`config.mk`:
```
export PLATFORM = sky130hd
export DESIGN_NAME = ex_stage_flat
export DESIGN_NICKNAME = d
export VERILOG_FILES = /design/src/rtl/ex_stage_pkg.sv /design/src/rtl/ex_stage_if.sv /design/src/rtl/ex_stage_alu.sv /design/src/rtl/ex_stage.sv /design/src/flat_wrapper.sv
export SDC_FILE = /design/constraint.sdc
export NUM_CORES = 1
export LEC_CHECK = 0
export ABC_CLOCK_PERIOD_IN_PS = 8800
export CAP_MARGIN = 15
export CORE_ASPECT_RATIO = 0.6
export CORE_MARGIN = 8
export CORE_UTILIZATION = 25
export DETAILED_ROUTE_END_ITERATION = 16
export PLACE_DENSITY = 0.46
export RECOVER_POWER = 100
export SLEW_MARGIN = 10
export SYNTH_ARGS = -nofsm -noshare
export SYNTH_HDL_FRONTEND = slang
export SYNTH_SLANG_ARGS = --single-unit
```
`constraint.sdc`:
```
create_clock -name clk -period 8.8 [get_ports clk]
set_clock_uncertainty 0.15 [all_clocks]
set_input_delay 1.32 -clock clk [delete_from_list [all_inputs] [get_ports clk]]
set_output_delay 1.32 -clock clk [all_outputs]
set_load 0.005 [all_outputs]
```
`src/rtl/ex_stage_pkg.sv`:
```
// Shared types for the RV32I execute stage:
// ALU op encodings, funct codes, ALU control and forwarding selects.
package ex_stage_pkg;

    localparam int XLEN   = 32;
    localparam int REG_AW = 5;

    localparam logic [1:0] ALU_OP_ADD = 2'b00;
    localparam logic [1:0] ALU_OP_SUB = 2'b01;
    localparam logic [1:0] ALU_OP_R   = 2'b10;
    localparam logic [1:0] ALU_OP_I   = 2'b11;

    localparam logic [3:0] FN_ADD  = 4'b0000;
    localparam logic [3:0] FN_SUB  = 4'b1000;
    localparam logic [3:0] FN_AND  = 4'b0111;
    localparam logic [3:0] FN_OR   = 4'b0110;
    localparam logic [3:0] FN_XOR  = 4'b0100;
    localparam logic [3:0] FN_SLL  = 4'b0001;
    localparam logic [3:0] FN_SRL  = 4'b0101;
    localparam logic [3:0] FN_SRA  = 4'b1101;
    localparam logic [3:0] FN_SLT  = 4'b0010;
    localparam logic [3:0] FN_SLTU = 4'b0011;

    typedef enum logic [3:0] {
        ALU_ADD,
        ALU_SUB,
        ALU_AND,
        ALU_OR,
        ALU_XOR,
        ALU_SLL,
        ALU_SRL,
        ALU_SRA,
        ALU_SLT,
        ALU_SLTU,
        ALU_NOP
    } alu_ctl_e;

    typedef enum logic [1:0] {
        FWD_RF    = 2'd0,
        FWD_EXMEM = 2'd1,
        FWD_MEMWB = 2'd2
    } fwd_sel_e;

    // I-type ignores funct7[5] except to pick sra over srl.
    function automatic alu_ctl_e alu_decode(
        input logic [1:0] op,
        input logic [3:0] fn
    );
        alu_ctl_e c;
        c = ALU_NOP;
        case (op)
            ALU_OP_ADD: c = ALU_ADD;
            ALU_OP_SUB: c = ALU_SUB;
            ALU_OP_R: begin
                case (fn)
                    FN_ADD:  c = ALU_ADD;
                    FN_SUB:  c = ALU_SUB;
                    FN_AND:  c = ALU_AND;
                    FN_OR:   c = ALU_OR;
                    FN_XOR:  c = ALU_XOR;
                    FN_SLL:  c = ALU_SLL;
                    FN_SRL:  c = ALU_SRL;
                    FN_SRA:  c = ALU_SRA;
                    FN_SLT:  c = ALU_SLT;
                    FN_SLTU: c = ALU_SLTU;
                    default: c = ALU_NOP;
                endcase
            end
            default: begin
                case (fn[2:0])
                    3'b000:  c = ALU_ADD;
                    3'b111:  c = ALU_AND;
                    3'b110:  c = ALU_OR;
                    3'b100:  c = ALU_XOR;
                    3'b001:  c = ALU_SLL;
                    3'b101:  c = fn[3] ? ALU_SRA : ALU_SRL;
                    3'b010:  c = ALU_SLT;
                    default: c = ALU_SLTU;
                endcase
            end
        endcase
        return c;
    endfunction

endpackage

```
`src/rtl/ex_stage_if.sv`:
```
// ID/EX pipeline bundle consumed by the execute stage.
// master = ID/EX register side, slave = execute stage.
interface ex_stage_if #(
    parameter int XLEN   = 32,
    parameter int REG_AW = 5
);
    logic              mem_to_reg;
    logic              reg_write;
    logic              mem_read;
    logic              mem_write;
    logic              beq;
    logic              alu_src;
    logic [1:0]        alu_op;
    logic [3:0]        funct;
    logic [REG_AW-1:0] rs1;
    logic [REG_AW-1:0] rs2;
    logic [REG_AW-1:0] rd;
    logic [XLEN-1:0]   imm;
    logic [XLEN-1:0]   pc;
    logic [XLEN-1:0]   rf_rdata1;
    logic [XLEN-1:0]   rf_rdata2;

    modport master (
        output mem_to_reg, reg_write, mem_read, mem_write,
        output beq, alu_src, alu_op, funct,
        output rs1, rs2, rd, imm, pc,
        output rf_rdata1, rf_rdata2
    );

    modport slave (
        input mem_to_reg, reg_write, mem_read, mem_write,
        input beq, alu_src, alu_op, funct,
        input rs1, rs2, rd, imm, pc,
        input rf_rdata1, rf_rdata2
    );
endinterface

```
`src/rtl/ex_stage_alu.sv`:
```
// Combinational ALU: operand B mux, operation select,
// and the rs1/rs2 equality flag used by beq.
module ex_stage_alu
    import ex_stage_pkg::*;
#(
    parameter int XLEN = 32
) (
    input  alu_ctl_e        ctl,
    input  logic [XLEN-1:0] a,
    input  logic [XLEN-1:0] rs2_val,
    input  logic [XLEN-1:0] imm,
    input  logic            use_imm,
    output logic [XLEN-1:0] result,
    output logic            zero
);
    logic [XLEN-1:0] b;
    logic [4:0]      shamt;

    assign b     = use_imm ? imm : rs2_val;
    assign shamt = b[4:0];

    // zero compares the register operands, never the immediate
    assign zero = ((a - rs2_val) == '0);

    // operation select; unknown control yields 0
    always_comb begin
        result = '0;
        case (ctl)
            ALU_ADD:  result = a + b;
            ALU_SUB:  result = a - b;
            ALU_AND:  result = a & b;
            ALU_OR:   result = a | b;
            ALU_XOR:  result = a ^ b;
            ALU_SLL:  result = a << shamt;
            ALU_SRL:  result = a >> shamt;
            ALU_SRA:  result = $unsigned($signed(a) >>> shamt);
            ALU_SLT:  result = {{(XLEN-1){1'b0}}, $signed(a) < $signed(b)};
            ALU_SLTU: result = {{(XLEN-1){1'b0}}, a < b};
            default:  result = '0;
        endcase
    end
endmodule

```
`src/rtl/ex_stage.sv`:
```
// Execute stage: operand forwarding, ALU, beq resolve
// and the EX/MEM pipeline register.
module ex_stage
    import ex_stage_pkg::*;
#(
    parameter int XLEN   = 32,
    parameter int REG_AW = 5
) (
    input  logic              clk,
    input  logic              reset,
    ex_stage_if.slave         idex,
    input  logic              stall_i,
    input  logic              flush_i,
    input  logic              wb_reg_write_i,
    input  logic [REG_AW-1:0] wb_rd_i,
    input  logic [XLEN-1:0]   wb_wdata_i,
    output logic              branch_taken_o,
    output logic [XLEN-1:0]   branch_target_o,
    output logic              mem_to_reg_o,
    output logic              reg_write_o,
    output logic              mem_read_o,
    output logic              mem_write_o,
    output logic [XLEN-1:0]   alu_result_o,
    output logic [XLEN-1:0]   store_data_o,
    output logic [REG_AW-1:0] rd_o
);
    fwd_sel_e        sel_a;
    fwd_sel_e        sel_b;
    logic [XLEN-1:0] opa;
    logic [XLEN-1:0] opb;
    logic [XLEN-1:0] alu_res;
    logic            zero;
    logic            ex_hit_a;
    logic            ex_hit_b;
    logic            wb_hit_a;
    logic            wb_hit_b;

    assign ex_hit_a = reg_write_o && rd_o != '0 && rd_o == idex.rs1;
    assign ex_hit_b = reg_write_o && rd_o != '0 && rd_o == idex.rs2;
    assign wb_hit_a = wb_reg_write_i && wb_rd_i != '0 && wb_rd_i == idex.rs1;
    assign wb_hit_b = wb_reg_write_i && wb_rd_i != '0 && wb_rd_i == idex.rs2;

    // forward select, EX/MEM ahead of MEM/WB
    always_comb begin
        sel_a = FWD_RF;
        sel_b = FWD_RF;
        if (ex_hit_a)      sel_a = FWD_EXMEM;
        else if (wb_hit_a) sel_a = FWD_MEMWB;
        if (ex_hit_b)      sel_b = FWD_EXMEM;
        else if (wb_hit_b) sel_b = FWD_MEMWB;
    end

    // forwarded operand values
    always_comb begin
        opa = idex.rf_rdata1;
        opb = idex.rf_rdata2;
        case (sel_a)
            FWD_EXMEM: opa = alu_result_o;
            FWD_MEMWB: opa = wb_wdata_i;
            default:   opa = idex.rf_rdata1;
        endcase
        case (sel_b)
            FWD_EXMEM: opb = alu_result_o;
            FWD_MEMWB: opb = wb_wdata_i;
            default:   opb = idex.rf_rdata2;
        endcase
    end

    ex_stage_alu #(.XLEN(XLEN)) u_alu (
        .ctl     (alu_decode(idex.alu_op, idex.funct)),
        .a       (opa),
        .rs2_val (opb),
        .imm     (idex.imm),
        .use_imm (idex.alu_src),
        .result  (alu_res),
        .zero    (zero)
    );

    assign branch_taken_o  = idex.beq & zero & ~stall_i & ~reset;
    assign branch_target_o = idex.pc + idex.imm;

    // EX/MEM register: flush bubbles control, stall holds
    always_ff @(posedge clk or posedge reset) begin
        if (reset) begin
            mem_to_reg_o <= 1'b0;
            reg_write_o  <= 1'b0;
            mem_read_o   <= 1'b0;
            mem_write_o  <= 1'b0;
            alu_result_o <= '0;
            store_data_o <= '0;
            rd_o         <= '0;
        end else if (flush_i || !stall_i) begin
            mem_to_reg_o <= flush_i ? 1'b0 : idex.mem_to_reg;
            reg_write_o  <= flush_i ? 1'b0
                          : (idex.reg_write && idex.rd != '0);
            mem_read_o   <= flush_i ? 1'b0 : idex.mem_read;
            mem_write_o  <= flush_i ? 1'b0 : idex.mem_write;
            alu_result_o <= alu_res;
            store_data_o <= opb;
            rd_o         <= idex.rd;
        end
    end
endmodule

```
`src/flat_wrapper.sv`:
```
// flat-port wrapper written by rule: the top's interface ports become plain ports
module ex_stage_flat import ex_stage_pkg::*;
#(
    parameter int XLEN   = 32,
    parameter int REG_AW = 5
)
  (clk, reset, stall_i, flush_i, wb_reg_write_i, wb_rd_i, wb_wdata_i, branch_taken_o, branch_target_o, mem_to_reg_o, reg_write_o, mem_read_o, mem_write_o, alu_result_o, store_data_o, rd_o, idex_mem_to_reg, idex_reg_write, idex_mem_read, idex_mem_write, idex_beq, idex_alu_src, idex_alu_op, idex_funct, idex_rs1, idex_rs2, idex_rd, idex_imm, idex_pc, idex_rf_rdata1, idex_rf_rdata2);
  ex_stage_if #(.XLEN(XLEN), .REG_AW(REG_AW)) idex_i ();
  input  logic clk;
  input  logic reset;
  input  logic stall_i;
  input  logic flush_i;
  input  logic wb_reg_write_i;
  input  logic [REG_AW-1:0] wb_rd_i;
  input  logic [XLEN-1:0] wb_wdata_i;
  output logic branch_taken_o;
  output logic [XLEN-1:0] branch_target_o;
  output logic mem_to_reg_o;
  output logic reg_write_o;
  output logic mem_read_o;
  output logic mem_write_o;
  output logic [XLEN-1:0] alu_result_o;
  output logic [XLEN-1:0] store_data_o;
  output logic [REG_AW-1:0] rd_o;
  input wire logic [$bits(idex_i.mem_to_reg)-1:0] idex_mem_to_reg;
  input wire logic [$bits(idex_i.reg_write)-1:0] idex_reg_write;
  input wire logic [$bits(idex_i.mem_read)-1:0] idex_mem_read;
  input wire logic [$bits(idex_i.mem_write)-1:0] idex_mem_write;
  input wire logic [$bits(idex_i.beq)-1:0] idex_beq;
  input wire logic [$bits(idex_i.alu_src)-1:0] idex_alu_src;
  input wire logic [$bits(idex_i.alu_op)-1:0] idex_alu_op;
  input wire logic [$bits(idex_i.funct)-1:0] idex_funct;
  input wire logic [$bits(idex_i.rs1)-1:0] idex_rs1;
  input wire logic [$bits(idex_i.rs2)-1:0] idex_rs2;
  input wire logic [$bits(idex_i.rd)-1:0] idex_rd;
  input wire logic [$bits(idex_i.imm)-1:0] idex_imm;
  input wire logic [$bits(idex_i.pc)-1:0] idex_pc;
  input wire logic [$bits(idex_i.rf_rdata1)-1:0] idex_rf_rdata1;
  input wire logic [$bits(idex_i.rf_rdata2)-1:0] idex_rf_rdata2;
  assign idex_i.mem_to_reg = idex_mem_to_reg;
  assign idex_i.reg_write = idex_reg_write;
  assign idex_i.mem_read = idex_mem_read;
  assign idex_i.mem_write = idex_mem_write;
  assign idex_i.beq = idex_beq;
  assign idex_i.alu_src = idex_alu_src;
  assign idex_i.alu_op = idex_alu_op;
  assign idex_i.funct = idex_funct;
  assign idex_i.rs1 = idex_rs1;
  assign idex_i.rs2 = idex_rs2;
  assign idex_i.rd = idex_rd;
  assign idex_i.imm = idex_imm;
  assign idex_i.pc = idex_pc;
  assign idex_i.rf_rdata1 = idex_rf_rdata1;
  assign idex_i.rf_rdata2 = idex_rf_rdata2;
  ex_stage #(.XLEN(XLEN), .REG_AW(REG_AW)) u_core (.clk(clk), .reset(reset), .idex(idex_i), .stall_i(stall_i), .flush_i(flush_i), .wb_reg_write_i(wb_reg_write_i), .wb_rd_i(wb_rd_i), .wb_wdata_i(wb_wdata_i), .branch_taken_o(branch_taken_o), .branch_target_o(branch_target_o), .mem_to_reg_o(mem_to_reg_o), .reg_write_o(reg_write_o), .mem_read_o(mem_read_o), .mem_write_o(mem_write_o), .alu_result_o(alu_result_o), .store_data_o(store_data_o), .rd_o(rd_o));
endmodule
```
==> flow_metrics.env <==
export IMPL_post_dp_hpwl_um=86300
export IMPL_grtUsageMet3_pct=8.20
export IMPL_drv_cap=7
export IMPL_report_final_slew_viol_count=237
export IMPL_p_int_mw=1.39
export IMPL_grt_ovfl_total=0
export IMPL_grt_use_met2_pct=34.4
export IMPL_use_met1_pct=39.0
export IMPL_routed_wl_um=104000
export IMPL_yosys_cell_types_count=109
export IMPL_pwr_density_cell_nw_per_um2=122
export IMPL_synthTopCellsByCount="nand2_1 (324), o21ai_0 (244), a21oi_1 (199)"
export IMPL_final_cell_count_no_fill=3823
export IMPL_fin_crit_sh_pct=96.7
export IMPL_grt_usage_pct=25.5
export IMPL_violations="max-capacitance violations, max-slew violations"
export IMPL_setup_violations_final=0
export IMPL_start_util_pct=25.4
export IMPL_holdBufCountCts=0
export IMPL_tightest_slew_ns=3.22
export IMPL_synth_area_leader_cell="ha_1"
export IMPL_worst_setup_path_start_kind="input pin"
export IMPL_htree_levels=3
export IMPL_grt_pass1_wl_um=149000
export IMPL_ir_drop_mv=0.105
export IMPL_syn2layout_area_growth_pct=33.2
export IMPL_ys_seq_area_share_pct=10.5
export IMPL_drive_gt1_share_pct=12.7
export IMPL_clk_pin_slew_ns=0.06
export IMPL_p_clk_share_pct=15.2
export IMPL_synth_warnings=0
export IMPL_ios=303
export IMPL_cts_buffers=9
export IMPL_report_final_hold_viol_count=0
export IMPL_rsz0062_at_grt="no"
export IMPL_grt_max_degree=76
export IMPL_die_x_um=356
export IMPL_fin_crit_ns=8.51
export IMPL_sequentialPowerShare_pct=17.8
export IMPL_crit_type="in -> out"
export IMPL_avgSynthCellArea_sq_um=6.96
export IMPL_busiest_layer="met1"
export IMPL_cp_end_kind="primary output"
export IMPL_io_buffers=302
export IMPL_tritoncts="done"
export IMPL_vias=21600
export IMPL_slew_headroom_pct=-115
export IMPL_fin_nets=3264
export IMPL_fp_coreArea_sq_um=68300
export IMPL_postPlaceCellArea_sq_um=22800
export IMPL_dp_cells=3805
export IMPL_seq_area_sq_um=1830
export IMPL_critPathRequiredTime_ns=7.33
export IMPL_grt_pass1_vias=20700
export IMPL_hold_class="reg -> reg"
export IMPL_drc=0
export IMPL_clock_latency_ns=0.41
export IMPL_clock_root_buffer="clkbuf_16"
export IMPL_synthMostInstantiatedCell="nand2_1"
export IMPL_swShare_pct=51.0
export IMPL_via_per_inst=5.65
export IMPL_max_freq_mhz=118
export IMPL_syn_area_sq_um=17400
export IMPL_p_sw_mw=1.44
export IMPL_power_leakage_nw=9.73
export IMPL_synth_area_leaders="ha_1 (11%), dfrtp_1 (11%), mux2i_1 (8.8%)"
export IMPL_die_h_um=220
export IMPL_synth_edf_count=0
export IMPL_ys_ff_latch=73
export IMPL_drt_iter0_drc=2767
export IMPL_async_flop_share_pct=100
export IMPL_fin_area_sq_um=23100
export IMPL_rows=74
export IMPL_synth_cells=2494
export IMPL_postLayoutCoreUtil_pct=33.8
export IMPL_status="complete, but fails checks"
export IMPL_clk_path_buf_depth=2
export IMPL_cts_sinks=73
export IMPL_synth_fp_nets=2853
export IMPL_critPathArrivalTime_ns=7.04
export IMPL_drtPass1Iterations=6
export IMPL_num_fill_cells=7374
export IMPL_combPwrFrac_pct=67.0
export IMPL_gp_congestion=1.02
export IMPL_routedWlPerCell_um=27.3
export IMPL_yosys_most_used_dff="dfrtp_1"
export IMPL_synth_top_area_share_pct=11.5
export IMPL_antenna_found_initial=2
export IMPL_antenna_left=0
export IMPL_cp_max_fo=4
export IMPL_multiInputGateArea_sq_um=14300
export IMPL_design_die_area_sq_um=78400
-- placed cells by master (no fill, tap or decap), types with 73 or more instances in the layout --
master           count
inv_1              149
dfrtp_1             73
clkdlybuf4s50_1    191
nand2_1            324
o21ai_0            243
mux2i_1            154
dlygate4sd3_1      107
a21oi_1            199
buf_4              242
nor2_1             194
ha_1               158
-- critical path, cell delays in order --
cell	delay [ns]
clkdlybuf4s50_1	0.46
or4_4	0.60
o211ai_4	0.26
clkbuf_1	0.19
o21ai_0	0.12
and3_1	0.21
or2_2	0.29
ha_1	0.36
nand2b_1	0.10
o211ai_1	0.10
a211oi_2	0.27
buf_4	0.16
o311ai_2	0.11
or4_1	0.51
a311o_1	0.34
a211oi_2	0.16
o2111a_1	0.22
nand4_1	0.14
a2111oi_4	0.35
buf_4	0.16
nand4_1	0.13
nor4_1	0.26
clkbuf_2	0.20
-- sequential cells by signal, summed over array words and instances, names as in the netlist --
register	count
u_core.alu_result_o	32
u_core.reg_write_o	1
u_core.store_data_o	32
u_core.mem_read_o	1
u_core.rd_o	5
u_core.mem_to_reg_o	1
u_core.mem_write_o	1
-- through the flow --
stage | TNS (ns) | setup slack [ns] | total power [mW] | hold slack (ns)
after detailed placement | -0.327 | -0.327 | 2.37 | 0.326
after CTS | 0 | 0.0101 | 2.83 | 0.340
after floorplan | 0 | 1.15 | 1.44 | 0.313
after global routing | 0 | 0.0256 | 2.96 | 0.357
after global placement | -0.141 | -0.141 | 2.38 | 0.308
final | 0 | 0.293 | 2.83 | 0.328
-- power groups by stage --
stage	Clock, mW	Sequential [mW]	Combinational (mW)
finish	0.430	0.503	1.89
global route	0.446	0.509	2.01
floorplan	0	0.446	0.989
detailed placement	0	0.516	1.86
CTS	0.440	0.511	1.87
global placement	0	0.516	1.86
-- cell type report --
cell class / instances / share of cell area (%)
inverters: 155 / 2.54
clock inverters: 5 / 0.238
diodes: 1 / 0.0108
flip-flops and latches: 73 / 7.91
well taps: 912 / 4.94
clock buffers: 11 / 1.05
repair buffers: 563 / 21.5
multi-input cells: 2103 / 61.8
-- metal layers --
metal	wire length, um	vias up	part of all wire, %
li1	-	9981	-
met1	51400	10500	49
met2	39500	1057	38
met3	11600	87	11
met4	1800	4	1.7
met5	30	-	0.029
-- worst paths after layout --
check                                               startpoint                             endpoint  slack [ns]  cells after the start
hold reg to reg            u_core.store_data_o[31]$_DFFE_PP0P_  u_core.store_data_o[31]$_DFFE_PP0P_        0.33                      2
max in group asynchronous                                reset  u_core.store_data_o[11]$_DFFE_PP0P_        3.14                      3
setup reg to reg                    u_core.rd_o[1]$_DFFE_PP0P_  u_core.alu_result_o[17]$_DFFE_PP0P_        1.52                     15
min in group asynchronous                                reset   u_core.alu_result_o[4]$_DFFE_PP0P_        1.68                      2
hold / removal             u_core.store_data_o[31]$_DFFE_PP0P_  u_core.store_data_o[31]$_DFFE_PP0P_        0.33                      2
setup / recovery                                    wb_rd_i[0]                       branch_taken_o        0.29                     23
-- repair_timing --
| item | in CTS | in global routing |
|---|---|---|
| hold endpoints to repair | 0 | 0 |
| buffers inserted | 1 | 0 |
| setup endpoints to repair | 1 | 1 |
| resized for setup | 3 | 14 |
| pin swaps | 1 | 2 |
-- cell families after synthesis --
logic type	after synthesis	synth area share, %
AO/OA/AOI/OAI	898	33.6
XOR/XNOR	68	3.43
adder cells (fa/ha/maj)	162	11.8
buffers and inverters	318	7.60
flip-flops	73	10.5
multiplexers	204	12.8
AND/OR/NAND/NOR	771	20.2
No activity file was read; power rests on OpenSTA's default activity.
